--- src/rtl/g_lut_sched.sv ---
// rtl/g_lut_sched.sv - shared g-LUT lookup scheduler for one multi-exposure pixel tuple
// Issues NUM_EXP back-to-back lookups, then collects the g values into one result tuple.
module g_lut_sched #(
   parameter int NUM_EXP = 3,
   parameter int PIX_W   = 5,
   parameter int G_W     = 8,
   parameter int LUT_LAT = 1
) (
   input  logic                     clk,
   input  logic                     rst_n,
   input  logic                     in_valid,
   output logic                     in_ready,
   input  logic [NUM_EXP*PIX_W-1:0] in_pix,
   output logic                     out_valid,
   input  logic                     out_ready,
   output logic [NUM_EXP*G_W-1:0]   out_g,
   output logic                     lut_clk_en,
   output logic [PIX_W-1:0]         lut_pixel,
   input  logic [G_W-1:0]           lut_data,
   output logic                     busy
);
   localparam int IDX_W = (NUM_EXP > 1) ? $clog2(NUM_EXP) : 1;
   localparam logic [IDX_W-1:0] LAST_IDX = IDX_W'(NUM_EXP - 1);

   typedef enum logic [1:0] {IDLE, ISSUE, DRAIN, OUT} state_t;

   state_t                 state_q;
   logic [IDX_W-1:0]       idx_q;
   logic [IDX_W-1:0]       idx_d;
   logic [PIX_W-1:0]       code_q [NUM_EXP];
   logic                   pv_q   [LUT_LAT];
   logic                   pv_d   [LUT_LAT];
   logic [IDX_W-1:0]       pidx_q [LUT_LAT];
   logic [IDX_W-1:0]       pidx_d [LUT_LAT];
   logic                   pipe_empty_d;
   logic [NUM_EXP*G_W-1:0] out_g_q;
   logic                   out_valid_q;
   logic                   lut_clk_en_q;
   logic [PIX_W-1:0]       lut_pixel_q;

   // Capture pipeline mirrors the LUT latency: each issue tags which slot its data lands in.
   always_comb begin
      idx_d     = idx_q + 1'b1;
      pv_d[0]   = (state_q == ISSUE);
      pidx_d[0] = idx_q;
      for (int i = 1; i < LUT_LAT; i++) begin
         pv_d[i]   = pv_q[i-1];
         pidx_d[i] = pidx_q[i-1];
      end
      pipe_empty_d = 1'b1;
      for (int i = 0; i < LUT_LAT; i++) begin
         if (pv_d[i]) pipe_empty_d = 1'b0;
      end
   end

   always_ff @(posedge clk or negedge rst_n) begin
      if (!rst_n) begin
         state_q      <= IDLE;
         idx_q        <= '0;
         out_g_q      <= '0;
         out_valid_q  <= 1'b0;
         lut_clk_en_q <= 1'b0;
         lut_pixel_q  <= '0;
         for (int e = 0; e < NUM_EXP; e++) code_q[e] <= '0;
         for (int i = 0; i < LUT_LAT; i++) begin
            pv_q[i]   <= 1'b0;
            pidx_q[i] <= '0;
         end
      end else begin
         for (int i = 0; i < LUT_LAT; i++) begin
            pv_q[i]   <= pv_d[i];
            pidx_q[i] <= pidx_d[i];
         end
         // lut_data is only trusted when a tagged lookup reaches the tail.
         if (pv_q[LUT_LAT-1]) begin
            for (int e = 0; e < NUM_EXP; e++) begin
               if (pidx_q[LUT_LAT-1] == IDX_W'(e)) out_g_q[e*G_W +: G_W] <= lut_data;
            end
         end
         case (state_q)
            IDLE: begin
               if (in_valid) begin
                  for (int e = 0; e < NUM_EXP; e++) code_q[e] <= in_pix[e*PIX_W +: PIX_W];
                  idx_q        <= '0;
                  lut_pixel_q  <= in_pix[PIX_W-1:0];
                  lut_clk_en_q <= 1'b1;
                  state_q      <= ISSUE;
               end
            end
            ISSUE: begin
               if (idx_q == LAST_IDX) begin
                  lut_clk_en_q <= 1'b0;
                  state_q      <= DRAIN;
               end else begin
                  idx_q       <= idx_d;
                  lut_pixel_q <= code_q[idx_d];
               end
            end
            DRAIN: begin
               if (pipe_empty_d) begin
                  out_valid_q <= 1'b1;
                  state_q     <= OUT;
               end
            end
            OUT: begin
               if (out_ready) begin
                  out_valid_q <= 1'b0;
                  state_q     <= IDLE;
               end
            end
            default: state_q <= IDLE;
         endcase
      end
   end

   assign in_ready   = (state_q == IDLE);
   assign busy       = (state_q != IDLE);
   assign out_valid  = out_valid_q;
   assign out_g      = out_g_q;
   assign lut_clk_en = lut_clk_en_q;
   assign lut_pixel  = lut_pixel_q;

endmodule

--- config.mk ---
export PLATFORM = sky130hd
export DESIGN_NAME = g_lut_sched
export DESIGN_NICKNAME = d
export VERILOG_FILES = /design/src/rtl/g_lut_sched.sv
export SDC_FILE = /design/constraint.sdc
export NUM_CORES = 1
export LEC_CHECK = 0
export CORE_MARGIN = 4
export CORE_UTILIZATION = 50
export CTS_BUF_LIST = sky130_fd_sc_hd__clkbuf_8
export CTS_CLUSTER_DIAMETER = 80
export CTS_CLUSTER_SIZE = 30
export DETAILED_ROUTE_END_ITERATION = 8
export GPL_TIMING_DRIVEN = 0
export HOLD_SLACK_MARGIN = 0.05
export PLACE_DENSITY = 0.84
export SLEW_MARGIN = 10
export SYNTH_ARGS = -nofsm -noshare
export SYNTH_HDL_FRONTEND = slang
export SYNTH_SLANG_ARGS = --single-unit
--- constraint.sdc ---
create_clock -name clk -period 2.2 [get_ports clk]
set_input_delay 0.44 -clock clk [delete_from_list [all_inputs] [get_ports clk]]
set_output_delay 0.44 -clock clk [all_outputs]
set_load 0.05 [all_outputs]
-- Word level (Yosys, flattened, before mapping)
Cells that the tools add are included.
- magnitude comparators: 1
- reductions and logical operators: 13
- bitwise logic cells: 1
- muxes and demuxes: 19
- $add $sub $neg: 1
- equality and inequality tests: 11
- operator list (kind ; count):
    2-to-1 mux 5 bit ; 4
    AND reduction 3 bit ; 4
    binary-select mux 5 bit (select 2 bit) ; 1
    2-to-1 mux 2 bit ; 5
    one-hot mux 5 bit (2 select lines) ; 1
    == test 2 bit (second input constant) ; 4
    != test 2 bit (second input constant) ; 4
    one-hot mux 2 bit (4 select lines) ; 1
    AND reduction 2 bit ; 4
    nonzero test 2 bit ; 3
    == test 2 x 1 -> 1 bit (second input constant) ; 2
    logical NOT 2 bit ; 2
    2-to-1 mux 1 bit ; 4
    one-hot mux 1 bit (2 select lines) ; 2
    one-hot mux 2 bit (2 select lines) ; 1
    greater-or-equal comparator 3 bit (second input constant) ; 1
    NOT 2 -> 3 bit ; 1
    adder 2 x 1 -> 2 bit (second input constant) ; 1
    != test 2 x 1 -> 1 bit (second input constant) ; 1
- register bits: 53
- logic and storage cells: 59
- input bits: 27

-- Depth between registers and ports, before layout
- word-level depth: 7
- depth in mapped cells: 8

-- Least setup slack after synthesis
No wires, ideal clock.
- kind: register to register
- from: register idx_q[0]
- to: register lut_pixel_q[3] (netlist: lut_pixel[3])
- required time: 2.068 ns
- arrival time: 1.764 ns
- setup time: 0.132 ns
- stages on the path, launching flop included: 7
- buffers on the path: 1
- slack: 0.304 ns
- cell sequence: dfrtp_1 inv_1 ha_1 clkbuf_1 mux2_2 a221oi_1 o31ai_1
- word-level cells in the longest chain between the ends: 7
- ends and longest elaborated chain (item ; line ; source):
    from (decl) ; 28 ; logic [IDX_W-1:0] idx_q;
    from (signal assigned) ; 95 ; idx_q <= idx_d;
    adder 2 x 1 -> 2 bit ; 43 ; idx_d = idx_q + 1'b1;
    NOT 2 -> 3 bit (implied by the code) ; 96 ; lut_pixel_q <= code_q[idx_d];
    binary-select mux 5 bit (select 2 bit) ; 96 ;
    2-to-1 mux 5 bit (implied by the code) (2 in a row) ; 96 ;
    2-to-1 mux 5 bit ; 91 ; if (idx_q == LAST_IDX) begin
    one-hot mux 5 bit (2 select lines) ; 80 ; case (state_q)
    to (signal assigned) ; 85 ; lut_pixel_q <= in_pix[PIX_W-1:0];
    to (signal assigned) ; 96 ;
    to (decl) ; 39 ; logic [PIX_W-1:0] lut_pixel_q;
Parallel ways exist; a longest one is shown, timed or not. The select of a mux whose other input is x is not followed.
A chain may end at the register's enable or synchronous reset.

-- Worst setup path in the final report
- from: register state_q[0]
- to: output busy
- word-level cells in the longest chain between the ends: 1
- ends and longest elaborated chain (item ; line ; source):
    from (decl) ; 27 ; state_t state_q;
    from (signal assigned) ; 58 ; state_q <= IDLE;
    from (signal assigned) ; 87 ; state_q <= ISSUE;
    from (signal assigned) ; 93 ; state_q <= DRAIN;
    nonzero test 2 bit ; 117 ; assign busy = (state_q != IDLE);
    to (decl) ; 20 ; output logic busy
Every way passes these cells.

==> metrics.md <==
| Metric | Value |
|---|---|
| Syn_nets | 197 |
| Top cell type's share of synthesized area | 0.575 |
| # H-tree levels | 2 |
| Fin cells | 282 |
| Antenna Nets Post-Route | 0 |
| Hold buffers post-CTS | 0 |
| Final GP Congestion | 0.770 |
| Max Clock Skew | 0.00900 ns |
| Mux cell area share after synthesis | 0.233 |
| Initial antenna violation count | 0 |
| Vias | 1563 |
| Post-route setup slack | 0.0922 ns |
| CTS tree | done |
| GRT overflow | 0 |
| Tmin final | 2.11 ns |
| Critical Path End Type | output pin |
| Syn. warnings | 0 |
| Max frequency | 0.474 GHz |
| Max Cap Viol | 0 |
| Placed Cells | 275 |
| First-pass DRT Iterations | 4 |
| Die height | 75.9 µm |
| Reg-to-reg critical path startpoint | idx_q[0]$_DFFE_PN0P_ |
| Initial Util | 0.522 |
| Startpoint class of the critical path | flip-flop |
| Wirelength per Cell | 16.8 µm |
| Outcome | finished, final reports clean |
| Worst-skew pair later-pin latency | 0.30 ns |
| CP bufs+invs | 3 |
| Tcrit/Tclk final | 0.958 |
| Compound-gate portion of the synthesized area | 0.0733 |
| Pre-CTS setup slack | 0.00843 ns |
| Layout cell share with drive strength beyond 1 | 0.265 |
| Synth cell types | 20 |
| Final hold violations | 0 |
| CTS Buffer Depth | 2 |
| DRC | 0 |
| Storage element area | 1330 µm² |
| Post-synthesis sequential area ratio | 0.575 |
| Post-DP HPWL | 3550 µm |
| CP max FO | 5 |
| Critical-path top delay cell | dlygate4sd2_1 |
| Vias per inst | 5.54 |
| #FFs+latches synth | 53 |
| Syn avg cell area | 14.1 µm² |
| Post-Syn Area | 2310 µm² |
| Post-CTS setup repair buffer count | 0 |
| Slew Viols, Final | 0 |
| Area of the multi-input gates | 898 µm² |
| Worst stage delay on the critical path | 0.52 ns |
| Max-slew headroom | 0.515 |
| Top cells by area, synth | dfrtp_1, mux2_2, o31ai_1 |
| Worst hold path type | primary input to async pin |
| Crit Path Category | flip-flop to output pin |
| Unrepaired setup endpoints after global routing | false |
| CP most frequent cell | inv_1 |
| Largest net degree at the start of global routing | 29 |
| Core Region | 4410 µm² |
| Cell taking the most area after synthesis | dfrtp_1 |
| Die X | 75.9 µm |
| Initial drt markers | 63 |
| Vias in the first global route | 1617 |
| Simple-Gate Fraction of Synth Area | 0.0445 |
| Slew @ Worst Pin | 0.724 ns |
| Worst endpoint required time | 1.76 ns |
| Final wirelength | 4740 µm |
| Worst EP arrival | 1.67 ns |
| Fillcell total | 340 |
| Setup violations, final | 0 |
| ANT cells | 0 |
| Final Hold Slack | 0.132 ns |
| Crit path from | state_q[0]$_DFFE_PN0P_ |
| Cells after synthesis | 163 |
| Setup_tns | 0 ns |
| Nets | 263 |
| TritonCTS buffer count | 5 |
| Synth Area in Adders | 0.0380 |
| Global-route wire length before repair | 7580 µm |
| Area Growth Syn to Fin | 32.6% |
| Row count | 24 |
| CTS clk-pin slew, worst paths | 0.09 ns |
| Port Buffers | 59 |
| Cell family with most CP delay | buffers and inverters |
| Boundary pin count | 60 |
| Total Die Area | 5760 µm² |
| CTS sink cnt | 53 |
| Clk Tree Root Cell | clkbuf_8 |
| Crit path cell chain | inv_1 > ha_1 > inv_1 > dlygate4sd2_1 |
| Total track usage | 0.161 |
| Post-Synth XOR/XNOR Area | 0 |
| Combinational family with the most area after synthesis | multiplexers |
==> synthesized netlist by cell type (all sizes together) <==
master and count:
o2bb2ai 1, ha 7, dfrtp 53, clkbuf 1, o31ai 13, or3 1, mux2i 3, mux2 45
buf 5, and2 1, inv 8, a221oi 6, nand3b 2, a21oi 1, nor2 7, nor2b 3
o21ai 1, nor3b 1, nand2 4
==> per-stage QoR <==
step / area [µm²] / util
final: 3060 / 0.692
after global routing: 3060 / 0.692
after CTS: 3050 / 0.692
after detailed placement: 2980 / 0.674
after global placement: 2960 / 0.671
after floorplan: 2310 / -
==> layer usage <==
layer	up-vias	GRT usage	wire length (µm)
met4	0	0.0427	56
met3	8	0.0379	243
met2	57	0.282	2340
met5	-	0	0
met1	780	0.197	2100
li1	718	-	-
==> repair_timing <==
item / in CTS / in global routing
endpoints found under the setup margin: 4 / 1
pin swaps: 0 / 0
gates resized for setup: 2 / 1
==> path summary, 6_finish.rpt <==
| path | end | slack [ns] | depth (start not counted) |
|---|---|---|---|
| max | busy | 0.09 | 4 |
| min | out_g[15]$_DFFE_PN0P_ | 0.13 | 1 |
| min in group clk | pidx_q[1]$_DFF_PN0_ | 0.43 | 0 |
| max reg2reg | lut_pixel[3]$_DFFE_PN0P_ | 0.14 | 5 |
| min reg2reg | pidx_q[1]$_DFF_PN0_ | 0.43 | 0 |
| max in group asynchronous | out_g[3]$_DFFE_PN0P_ | 1.52 | 2 |
==> worst register-to-register path, cell delays in order, from the launching register on <==
cell and delay, ns:
dfrtp_1 0.53, inv_1 0.13, ha_2 0.44, mux2_2 0.37
a221oi_1 0.35, o31ai_1 0.13
==> state kept, by name, indices dropped and copies added (netlist names) <==
| signal | cells |
|---|---|
| lut_pixel | 5 |
| idx_q | 2 |
| pidx_q | 2 |
| code_q | 15 |
| out_g | 24 |
| state_q | 2 |
| lut_clk_en | 1 |
| out_valid | 1 |
| pv_q | 1 |
==> layout make-up <==
| cell class | count | area share |
|---|---|---|
| Sequential cell | 53 | 0.434 |
| Multi-Input combinational cell | 96 | 0.294 |
| Timing Repair Buffer | 60 | 0.197 |
| Clock buffer | 5 | 0.0225 |
| Tap cell | 52 | 0.0213 |
| Buffer | 5 | 0.0164 |
| Inverter | 8 | 0.00982 |
| Clock inverter | 3 | 0.00491 |
==> cell families (layout without fill, tap and decap cells) <==
logic type / count (synthesis) / count (layout)
flops: 53 / 53
simple gates: 19 / 19
fa+ha+maj: 7 / 7
compound gates: 22 / 22
buf+inv: 14 / 81
mux: 48 / 48
==> cell usage in the layout, fill, tap and decap left out <==
cell / instances
ha_2: 1
o2bb2ai_1: 1
o21ai_0: 1
mux2i_1: 3
dlygate4sd2_1: 2
buf_12: 1
buf_6: 4
clkbuf_8: 5
nor3b_2: 1
or3_1: 1
buf_2: 2
nor2_1: 7
mux2_2: 45
nand2_1: 4
a21oi_1: 1
clkdlybuf4s50_1: 56
and2_4: 1
nor2b_1: 3
dfrtp_1: 53
a221oi_1: 6
nand3b_1: 2
ha_1: 6
inv_1: 10
o31ai_1: 13
clkinvlp_4: 1
Power is not shown: default switching activity piles up to over one toggle a cycle in this logic, so the estimate is an artifact.
